File: src/rtl/interrupt_sequencer.sv
// Interrupt sequencer: arbitrates reset, NMI, IRQ and software BRK and drives the shared BRK microsequence controls.
// Build option: define NMI_HIJACK_EN to let an NMI arriving during an IRQ/BRK sequence take over its vector fetch.
module interrupt_sequencer #(
  parameter int SYNC_STAGES = 2
) (
  input  logic       clk_ph1,
  input  logic       rst,
  input  logic       nmi_n,
  input  logic       irq_n,
  input  logic       i_flag,
  input  logic [7:0] PD,
  input  logic [2:0] cycle,
  input  logic [2:0] next_cycle,
  input  logic       vec_fetch,
  output logic       int_flag,
  output logic [7:0] vec_addr_lo,
  output logic       b_push,
  output logic       wr_suppress,
  output logic       pc_inc_inh,
  output logic       seq_active
);

  localparam logic [7:0] VEC_RESET = 8'hFC;
  localparam logic [7:0] VEC_NMI   = 8'hFA;
  localparam logic [7:0] VEC_IRQ   = 8'hFE;

  typedef enum logic {ST_IDLE, ST_SEQ} state_t;
  typedef enum logic [1:0] {SRC_RESET, SRC_NMI, SRC_IRQ, SRC_BRK} src_t;

  state_t                 r_state;
  src_t                   r_src;
  logic [SYNC_STAGES-1:0] r_nmi_sync;
  logic [SYNC_STAGES-1:0] r_irq_sync;
  logic                   r_nmi_prev;
  logic                   r_nmi_pend;
  logic                   r_reset_pend;
  logic                   r_int_flag;
  logic [7:0]             r_vec;
  logic                   r_b_push;
  logic                   r_wr_sup;
  logic                   r_pc_inh;
  logic                   r_seq_active;

  logic       w_nmi_s;
  logic       w_irq_s;
  logic       w_nmi_edge;
  logic       w_irq_req;
  logic       w_vf;
  logic       w_t1;
  logic       w_sel_nmi;
  logic       w_enter;
  logic       w_hijack;
  src_t       w_src_sel;
  logic [7:0] w_vec_sel;

  generate
    if (SYNC_STAGES > 1) begin : g_sync_n
      always_ff @(posedge clk_ph1) begin
        if (!rst) begin
          r_nmi_sync <= '1;
          r_irq_sync <= '1;
        end else begin
          r_nmi_sync <= {r_nmi_sync[SYNC_STAGES-2:0], nmi_n};
          r_irq_sync <= {r_irq_sync[SYNC_STAGES-2:0], irq_n};
        end
      end
    end else begin : g_sync_1
      always_ff @(posedge clk_ph1) begin
        if (!rst) begin
          r_nmi_sync <= '1;
          r_irq_sync <= '1;
        end else begin
          r_nmi_sync <= nmi_n;
          r_irq_sync <= irq_n;
        end
      end
    end
  endgenerate

  assign w_nmi_s    = r_nmi_sync[SYNC_STAGES-1];
  assign w_irq_s    = r_irq_sync[SYNC_STAGES-1];
  assign w_nmi_edge = r_nmi_prev & ~w_nmi_s;
  assign w_irq_req  = ~w_irq_s & ~i_flag;
  // Vector-fetch strobes in T0/T1 are decode artefacts and must not end a sequence.
  assign w_vf       = vec_fetch & (cycle > 3'd1);
  assign w_t1       = (next_cycle == 3'd1);
  assign w_sel_nmi  = (r_state == ST_SEQ) && (r_vec == VEC_NMI);
  assign w_enter    = (r_state == ST_IDLE) && w_t1 && (r_int_flag || (PD == 8'h00));

`ifdef NMI_HIJACK_EN
  assign w_hijack = (r_state == ST_SEQ) && ((r_src == SRC_IRQ) || (r_src == SRC_BRK)) &&
                    r_nmi_pend && !w_vf;
`else
  assign w_hijack = 1'b0;
`endif

  always_comb begin
    w_src_sel = SRC_BRK;
    w_vec_sel = VEC_IRQ;
    if (r_reset_pend) begin
      w_src_sel = SRC_RESET;
      w_vec_sel = VEC_RESET;
    end else if (r_int_flag && r_nmi_pend) begin
      w_src_sel = SRC_NMI;
      w_vec_sel = VEC_NMI;
    end else if (r_int_flag) begin
      w_src_sel = SRC_IRQ;
    end
  end

  always_ff @(posedge clk_ph1) begin
    if (!rst) begin
      r_nmi_prev   <= 1'b1;
      r_nmi_pend   <= 1'b0;
      r_reset_pend <= 1'b1;
      r_int_flag   <= 1'b1;
      r_state      <= ST_IDLE;
      r_src        <= SRC_RESET;
      r_vec        <= VEC_RESET;
      r_b_push     <= 1'b0;
      r_wr_sup     <= 1'b1;
      r_pc_inh     <= 1'b1;
      r_seq_active <= 1'b0;
    end else begin
      r_nmi_prev <= w_nmi_s;
      // A fresh edge outranks the clear, so an NMI landing on its own vector fetch is not lost.
      if (w_nmi_edge) begin
        r_nmi_pend <= 1'b1;
      end else if (w_vf && w_sel_nmi) begin
        r_nmi_pend <= 1'b0;
      end

      if (r_state == ST_IDLE) begin
        if (!w_t1) begin
          r_int_flag <= r_reset_pend | r_nmi_pend | w_irq_req;
        end else if (w_enter) begin
          r_state      <= ST_SEQ;
          r_src        <= w_src_sel;
          r_int_flag   <= 1'b0;
          r_vec        <= w_vec_sel;
          r_b_push     <= (w_src_sel == SRC_BRK);
          r_wr_sup     <= (w_src_sel == SRC_RESET);
          r_pc_inh     <= (w_src_sel != SRC_BRK);
          r_seq_active <= 1'b1;
        end
      end else begin
        r_int_flag <= 1'b0;
        if (w_vf) begin
          r_state      <= ST_IDLE;
          r_vec        <= VEC_IRQ;
          r_b_push     <= 1'b0;
          r_wr_sup     <= 1'b0;
          r_pc_inh     <= 1'b0;
          r_seq_active <= 1'b0;
          if (r_src == SRC_RESET) begin
            r_reset_pend <= 1'b0;
          end
        end else if (w_hijack) begin
          r_vec <= VEC_NMI;
        end
      end
    end
  end

  assign int_flag    = r_int_flag;
  assign vec_addr_lo = r_vec;
  assign b_push      = r_b_push;
  assign wr_suppress = r_wr_sup;
  assign pc_inc_inh  = r_pc_inh;
  assign seq_active  = r_seq_active;

endmodule

File: config.mk
export PLATFORM = sky130hd
export DESIGN_NAME = interrupt_sequencer
export DESIGN_NICKNAME = d
export VERILOG_FILES = /design/src/rtl/interrupt_sequencer.sv
export SDC_FILE = /design/constraint.sdc
export NUM_CORES = 1
export LEC_CHECK = 0
export ABC_CLOCK_PERIOD_IN_PS = 1800
export CELL_PAD_IN_SITES_DETAIL_PLACEMENT = 0
export CELL_PAD_IN_SITES_GLOBAL_PLACEMENT = 2
export CORE_AREA = 2 2 60 62
export DETAILED_ROUTE_END_ITERATION = 12
export DIE_AREA = 0 0 62 64
export PLACE_DENSITY_LB_ADDON = 0.15
export SLEW_MARGIN = 10
export SYNTH_ARGS = -nofsm -noshare
export SYNTH_HDL_FRONTEND = slang
export SYNTH_SLANG_ARGS = --single-unit
File: constraint.sdc
create_clock -name clk_ph1 -period 1.8 [get_ports clk_ph1]
set_clock_uncertainty 0.05 [all_clocks]
set_input_delay 0.36 -clock clk_ph1 [delete_from_list [all_inputs] [get_ports clk_ph1]]
set_output_delay 0.36 -clock clk_ph1 [all_outputs]
set_load 0.02 [all_outputs]
Word level (Yosys, flattened, before mapping)
Cells that the tools add are included.
{"block": "totals", "regBits": 23, "input_bits": 20, "out_inout_bits": 13, "wordCells": 75}
{"block": "classes", "order_cmp": 1, "eq_ne": 6, "muxes": 31, "bitwise": 9, "reduce_logical": 15}
{"operator": "$mux 8", "n": 4}
{"operator": "$mux 1", "n": 23}
{"operator": "$reduce_and 3->1", "n": 3}
{"operator": "$eq 8x8->1 const B", "n": 1}
{"operator": "$logic_not 8->1", "n": 1}
{"operator": "$mux 3", "n": 2}
{"operator": "$reduce_bool 2->1", "n": 3}
{"operator": "$logic_and 1x1->1", "n": 5}
{"operator": "$logic_not 2->1", "n": 2}
{"operator": "$mux 2", "n": 2}
{"operator": "$not 1->1", "n": 4}
{"operator": "$and 1x1->1", "n": 3}
{"operator": "$eq 3x1->1 const B", "n": 1}
{"operator": "$gt 3x1->1 const B", "n": 1}
{"operator": "$ne 3x2->1 const B", "n": 1}
{"operator": "$eq 2x2->1 const B", "n": 1}
{"operator": "$ne 2x1->1 const B", "n": 1}
{"operator": "$ne 2x2->1 const B", "n": 1}
{"operator": "$or 1x1->1", "n": 2}
{"operator": "$logic_or 1x1->1", "n": 1}

Depth between registers and ports, before layout
{"block": "logic_depth", "depth_word": 7, "depth_mapped": 4}

Least setup slack after synthesis
OpenSTA, ideal clock, no wires.
{"block": "synth_timing", "path_type": "input to register", "startpoint": "input port next_cycle[1]", "endpoint": "register r_src[1]", "setup_time_ns": 0.070, "t_arrival_ns": 1.345, "required_ns": 1.680, "setup_slack_ns": 0.335, "stages": 3, "path_buffers": 0, "cell_sequence": "or4b_4 -> or3_1 -> a21oi_1"}
{"block": "synth_via", "elab_chain_len": 4}
{"element": "from (decl)", "line": "13", "rtl": "input logic [2:0] next_cycle,"}
{"element": "$eq 3x1->1 (*)", "line": "86", "rtl": "assign w_t1 = (next_cycle == 3'd1);"}
{"element": "$logic_and 1x1->1 (2 in series)", "line": "88", "rtl": "assign w_enter = (r_state == ST_IDLE) && w_t1 && (r_int_flag || (PD == 8'h00));"}
{"element": "$reduce_and 3->1 (no source line) (*)"}
{"element": "to (signal assigned)", "line": "138", "rtl": "r_src <= w_src_sel;"}
{"element": "to (decl)", "line": "31", "rtl": "src_t r_src;"}
Mark *: on every way between the ends. The rest lies on a longest branch, timed or not.
A chain may end at the register's enable or synchronous reset.

Final worst setup path
{"block": "layout_timing", "startpoint": "register r_int_flag (netlist: int_flag)", "endpoint": "output port int_flag"}
{"element": "from (decl)", "line": "37", "rtl": "logic r_int_flag;"}
{"element": "from (signal assigned)", "line": "135", "rtl": "r_int_flag <= r_reset_pend | r_nmi_pend | w_irq_req;"}
{"element": "to (decl)", "line": "15", "rtl": "output logic int_flag,"}
No word-level cell between the ends.

==> out/qor.yml <==
outcome:
  status: "complete, no violations"
logic_synthesis:
  synth_seq_area_share_pct: 47.6
  yosysUniqueCellTypes: 25
  syn-instance-count: 78
  synth_top_cell_area_share_pct: 47.6
  yosys_warnings: 0
  ys_seq_elements: 17
  netlist.top_cell.by_area: "sky130_fd_sc_hd__dfxtp_1"
  netlist_top_cells_area: "sky130_fd_sc_hd__dfxtp_1 (48%), sky130_fd_sc_hd__nand2b_1 (7.0%), sky130_fd_sc_hd__buf_4 (6.3%), sky130_fd_sc_hd__o21ai_0 (4.9%), sky130_fd_sc_hd__a21boi_0 (4.2%)"
  syn_area_um2: 714
  synth_area_per_cell_um2: 9.16
setup_path:
  path_type_of_the_worst_setup_path: "reg2out"
  r2r.worst_path.cells: 3
  critPathCapture: "int_flag"
  worstPathArrival_ps: 1330
  crit_cells: 1
  timing.reg2reg.setup_slack_ps: 320
  max_stage_delay_ps: 640
  start_kind: "flip-flop"
  cp_cell_sequence: "clkdlybuf4s50_1"
  slowest_stage: "sky130_fd_sc_hd__clkdlybuf4s50_1"
  critical_path.max_fanout: 5
  worst_path_dominant_cell_family: "buffers and inverters"
  critical_path.endpoint_type: "output port"
  critical_path.n_buffers_inverters: 1
  worst_ep_required_time_ps: 1390
  r2r-start: "r_state"
  r2r_end: "r_src[1]"
  setup.worst_path.start: "int_flag"
placement:
  detailedPlacementHpwl_um: 1370
  numPortBuffers: 25
  dpl_cell_area_um2: 1040
  gp_routability_congestion: 0.762
cells_and_area:
  antenna_cells: 0
  fillCellCount: 368
  nets: 132
  postLayoutCoreUtil_pct: 32.5
  design_area_um2: 1070
  areaGrowthSynthToFinish_pct: 49.6
  drive_above_1_share_pct: 12.6
sta:
  finalWorstPathRequiredPeriod_ps: 1740
  final_setup_violating_endpoints: 0
  final-hold-violation-count: 0
  setup_repair_after_global_routing_missed_its_margin: "false"
  fmax_mhz: 574
  tcrit_tclk_final_pct: 96.8
  final-max-slew-violation-count: 0
global_routing:
  overflow: 0
  grt_antenna_before_repair: 0
  grt_start_max_net_pins: 11
  vias_in_the_first_global_route: 602
  globalRouteTotalUtil_pct: 9.13
  grt_pass1_wl_um: 2640
run:
  timing.max_cap.violations: 0
worst_hold_path:
  worst_min_delay_path_category: "reg2reg"
power_and_ir_drop:
  p_int_mw: 0.538
  cellPowerDensity_nw_per_um2: 679
  p_leak_nw: 0.390
  p_clk_share_pct: 29.2
  comb_power_share_pct: 16.0
  vdd_drop_max_mv: 0.292
  power.share.switching_pct: 25.9
  register_share_of_total_power_pct: 54.9
  p_sw_mw: 0.188
clock_network:
  clock_tree_from_tritoncts: "built"
  ctsResizeCount: 0
  worst_skew_pair.late_latency_ps: 290
  clk_root_buffer_cell: "sky130_fd_sc_hd__clkbuf_4"
  cts_max_path_buffers: 2
  clock_tree.htree_level_count: 1
  clkTransAtPathRegs_ps: 100
  tritoncts.num_buffers: 3
  post-cts-setup-buffer-count: 0
  cts.sink_count: 17
  cts-hold-fix-buffers: 0
drt:
  totalWireLength_um: 1690
  detail_route.drc_violations: 0
  ant_nets: 0
  routedWlPerCell_um: 10.7
  total_via_count_after_detailed_routing: 640
  post_drt_via_cell_ratio: 4.08
  drt-pass1-iter-count: 4
  drt_first_iter_violations: 6
die:
  die_area_um2: 3970
  fp.dieH_um: 64
  die_x_um: 62
  placement_rows: 21
  initial_core_util_pct: 21.8
  core_um2: 3280
  ioPinCount: 33
==> per-stage QoR <==
step	setup TNS [ps]	total power [mW]	cells	worst slack, ps	hold WS, ps
floorplan	0	0.462	82	335	336
CTS	0	0.735	157	43.0	371
global route	0	0.756	157	9.45	389
detailed placement	-1000	0.523	153	-199	346
global placement	-1040	0.523	153	-181	344
finish	0	0.726	157	56.8	369
==> cell usage after synthesis <==
master / count
sky130_fd_sc_hd__or3_1: 1
sky130_fd_sc_hd__nand2_1: 7
sky130_fd_sc_hd__o31a_1: 1
sky130_fd_sc_hd__or4b_4: 1
sky130_fd_sc_hd__o32ai_1: 1
sky130_fd_sc_hd__nor2_1: 5
sky130_fd_sc_hd__a21o_1: 1
sky130_fd_sc_hd__nand3b_1: 1
sky130_fd_sc_hd__a31oi_1: 1
sky130_fd_sc_hd__dfxtp_1: 17
sky130_fd_sc_hd__a21oi_1: 3
sky130_fd_sc_hd__o21ai_0: 7
sky130_fd_sc_hd__a21boi_0: 4
sky130_fd_sc_hd__o31ai_1: 2
sky130_fd_sc_hd__and4_1: 1
sky130_fd_sc_hd__o211ai_1: 2
sky130_fd_sc_hd__a31o_2: 1
sky130_fd_sc_hd__inv_1: 1
sky130_fd_sc_hd__clkbuf_1: 1
sky130_fd_sc_hd__nand2b_1: 8
sky130_fd_sc_hd__nor4_1: 2
sky130_fd_sc_hd__nor3_1: 1
sky130_fd_sc_hd__buf_4: 6
sky130_fd_sc_hd__conb_1: 2
sky130_fd_sc_hd__nor4b_2: 1
==> flip-flops by register name, indices dropped and copies added (netlist names) <==
signal / cells
r_reset_pend: 1
r_irq_sync: 2
r_src: 2
vec_addr_lo: 2
wr_suppress: 1
r_nmi_prev: 1
int_flag: 1
r_nmi_pend: 1
r_nmi_sync: 2
seq_active: 1
r_state: 1
pc_inc_inh: 1
b_push: 1
==> worst min path at each step <==
| stage | from | end | slack, ps | cells past startpoint |
|---|---|---|---|---|
| CTS | r_irq_sync[0] | r_irq_sync[1] | 370 | 1 |
| finish | r_irq_sync[0] | r_irq_sync[1] | 370 | 1 |
| global route | r_irq_sync[0] | r_irq_sync[1] | 390 | 1 |
| detailed placement | r_irq_sync[0] | r_irq_sync[1] | 350 | 1 |
| floorplan | r_irq_sync[0] | r_irq_sync[1] | 340 | 1 |
| global placement | r_irq_sync[0] | r_irq_sync[1] | 340 | 1 |
==> layout by cell type (no fill, tap or decap), types with 2 or more instances in the layout <==
master / n
sky130_fd_sc_hd__o211ai_1: 2
sky130_fd_sc_hd__clkbuf_4: 3
sky130_fd_sc_hd__dfxtp_1: 17
sky130_fd_sc_hd__nand2_1: 7
sky130_fd_sc_hd__a21boi_0: 4
sky130_fd_sc_hd__conb_1: 6
sky130_fd_sc_hd__o21ai_0: 7
sky130_fd_sc_hd__clkdlybuf4s50_1: 25
sky130_fd_sc_hd__nand2b_1: 8
sky130_fd_sc_hd__o31ai_1: 2
sky130_fd_sc_hd__buf_4: 7
sky130_fd_sc_hd__a21oi_1: 3
sky130_fd_sc_hd__nor4_1: 2
sky130_fd_sc_hd__nor2_1: 5
==> layer usage <==
layer  part of all wire, %  global-route usage (%)  wire length [µm]  up-vias
li1                      -                       -                 -      330
met1                    46                    11.2               778      287
met2                    46                    14.6               784       21
met3                   6.3                    1.82               106        2
met4                   1.1                    4.79                18        0
met5                     0                       0                 0        -
==> power groups by stage <==
stage	combinational (mW)	sequential, mW	clock [mW]
global placement	0.116	0.407	0
global route	0.125	0.401	0.230
detailed placement	0.116	0.407	0
floorplan	0.0498	0.412	0
CTS	0.117	0.398	0.219
finish	0.116	0.398	0.212
==> cell families (layout without fill, tap and decap cells) <==
logic type | count (synthesis) | after routing | share of synthesized area [%]
flip-flops | 17 | 17 | 47.6
other | 2 | 6 | 1.05
buffers and inverters | 8 | 37 | 7.35
AND/OR/NAND/NOR | 28 | 28 | 22.9
AO/OA/AOI/OAI | 23 | 23 | 21.0
==> final cells by class <==
type	count	area (µm²)	area share [%]
Sequential cell	17	340	31.9
Multi-Input combinational cell	57	337	31.5
Timing Repair Buffer	32	303	28.3
Tap cell	46	57.6	5.39
Clock buffer	3	22.5	2.11
Clock inverter	1	5.00	0.468
Inverter	1	3.75	0.351
Power figures use the tool's default switching activity.
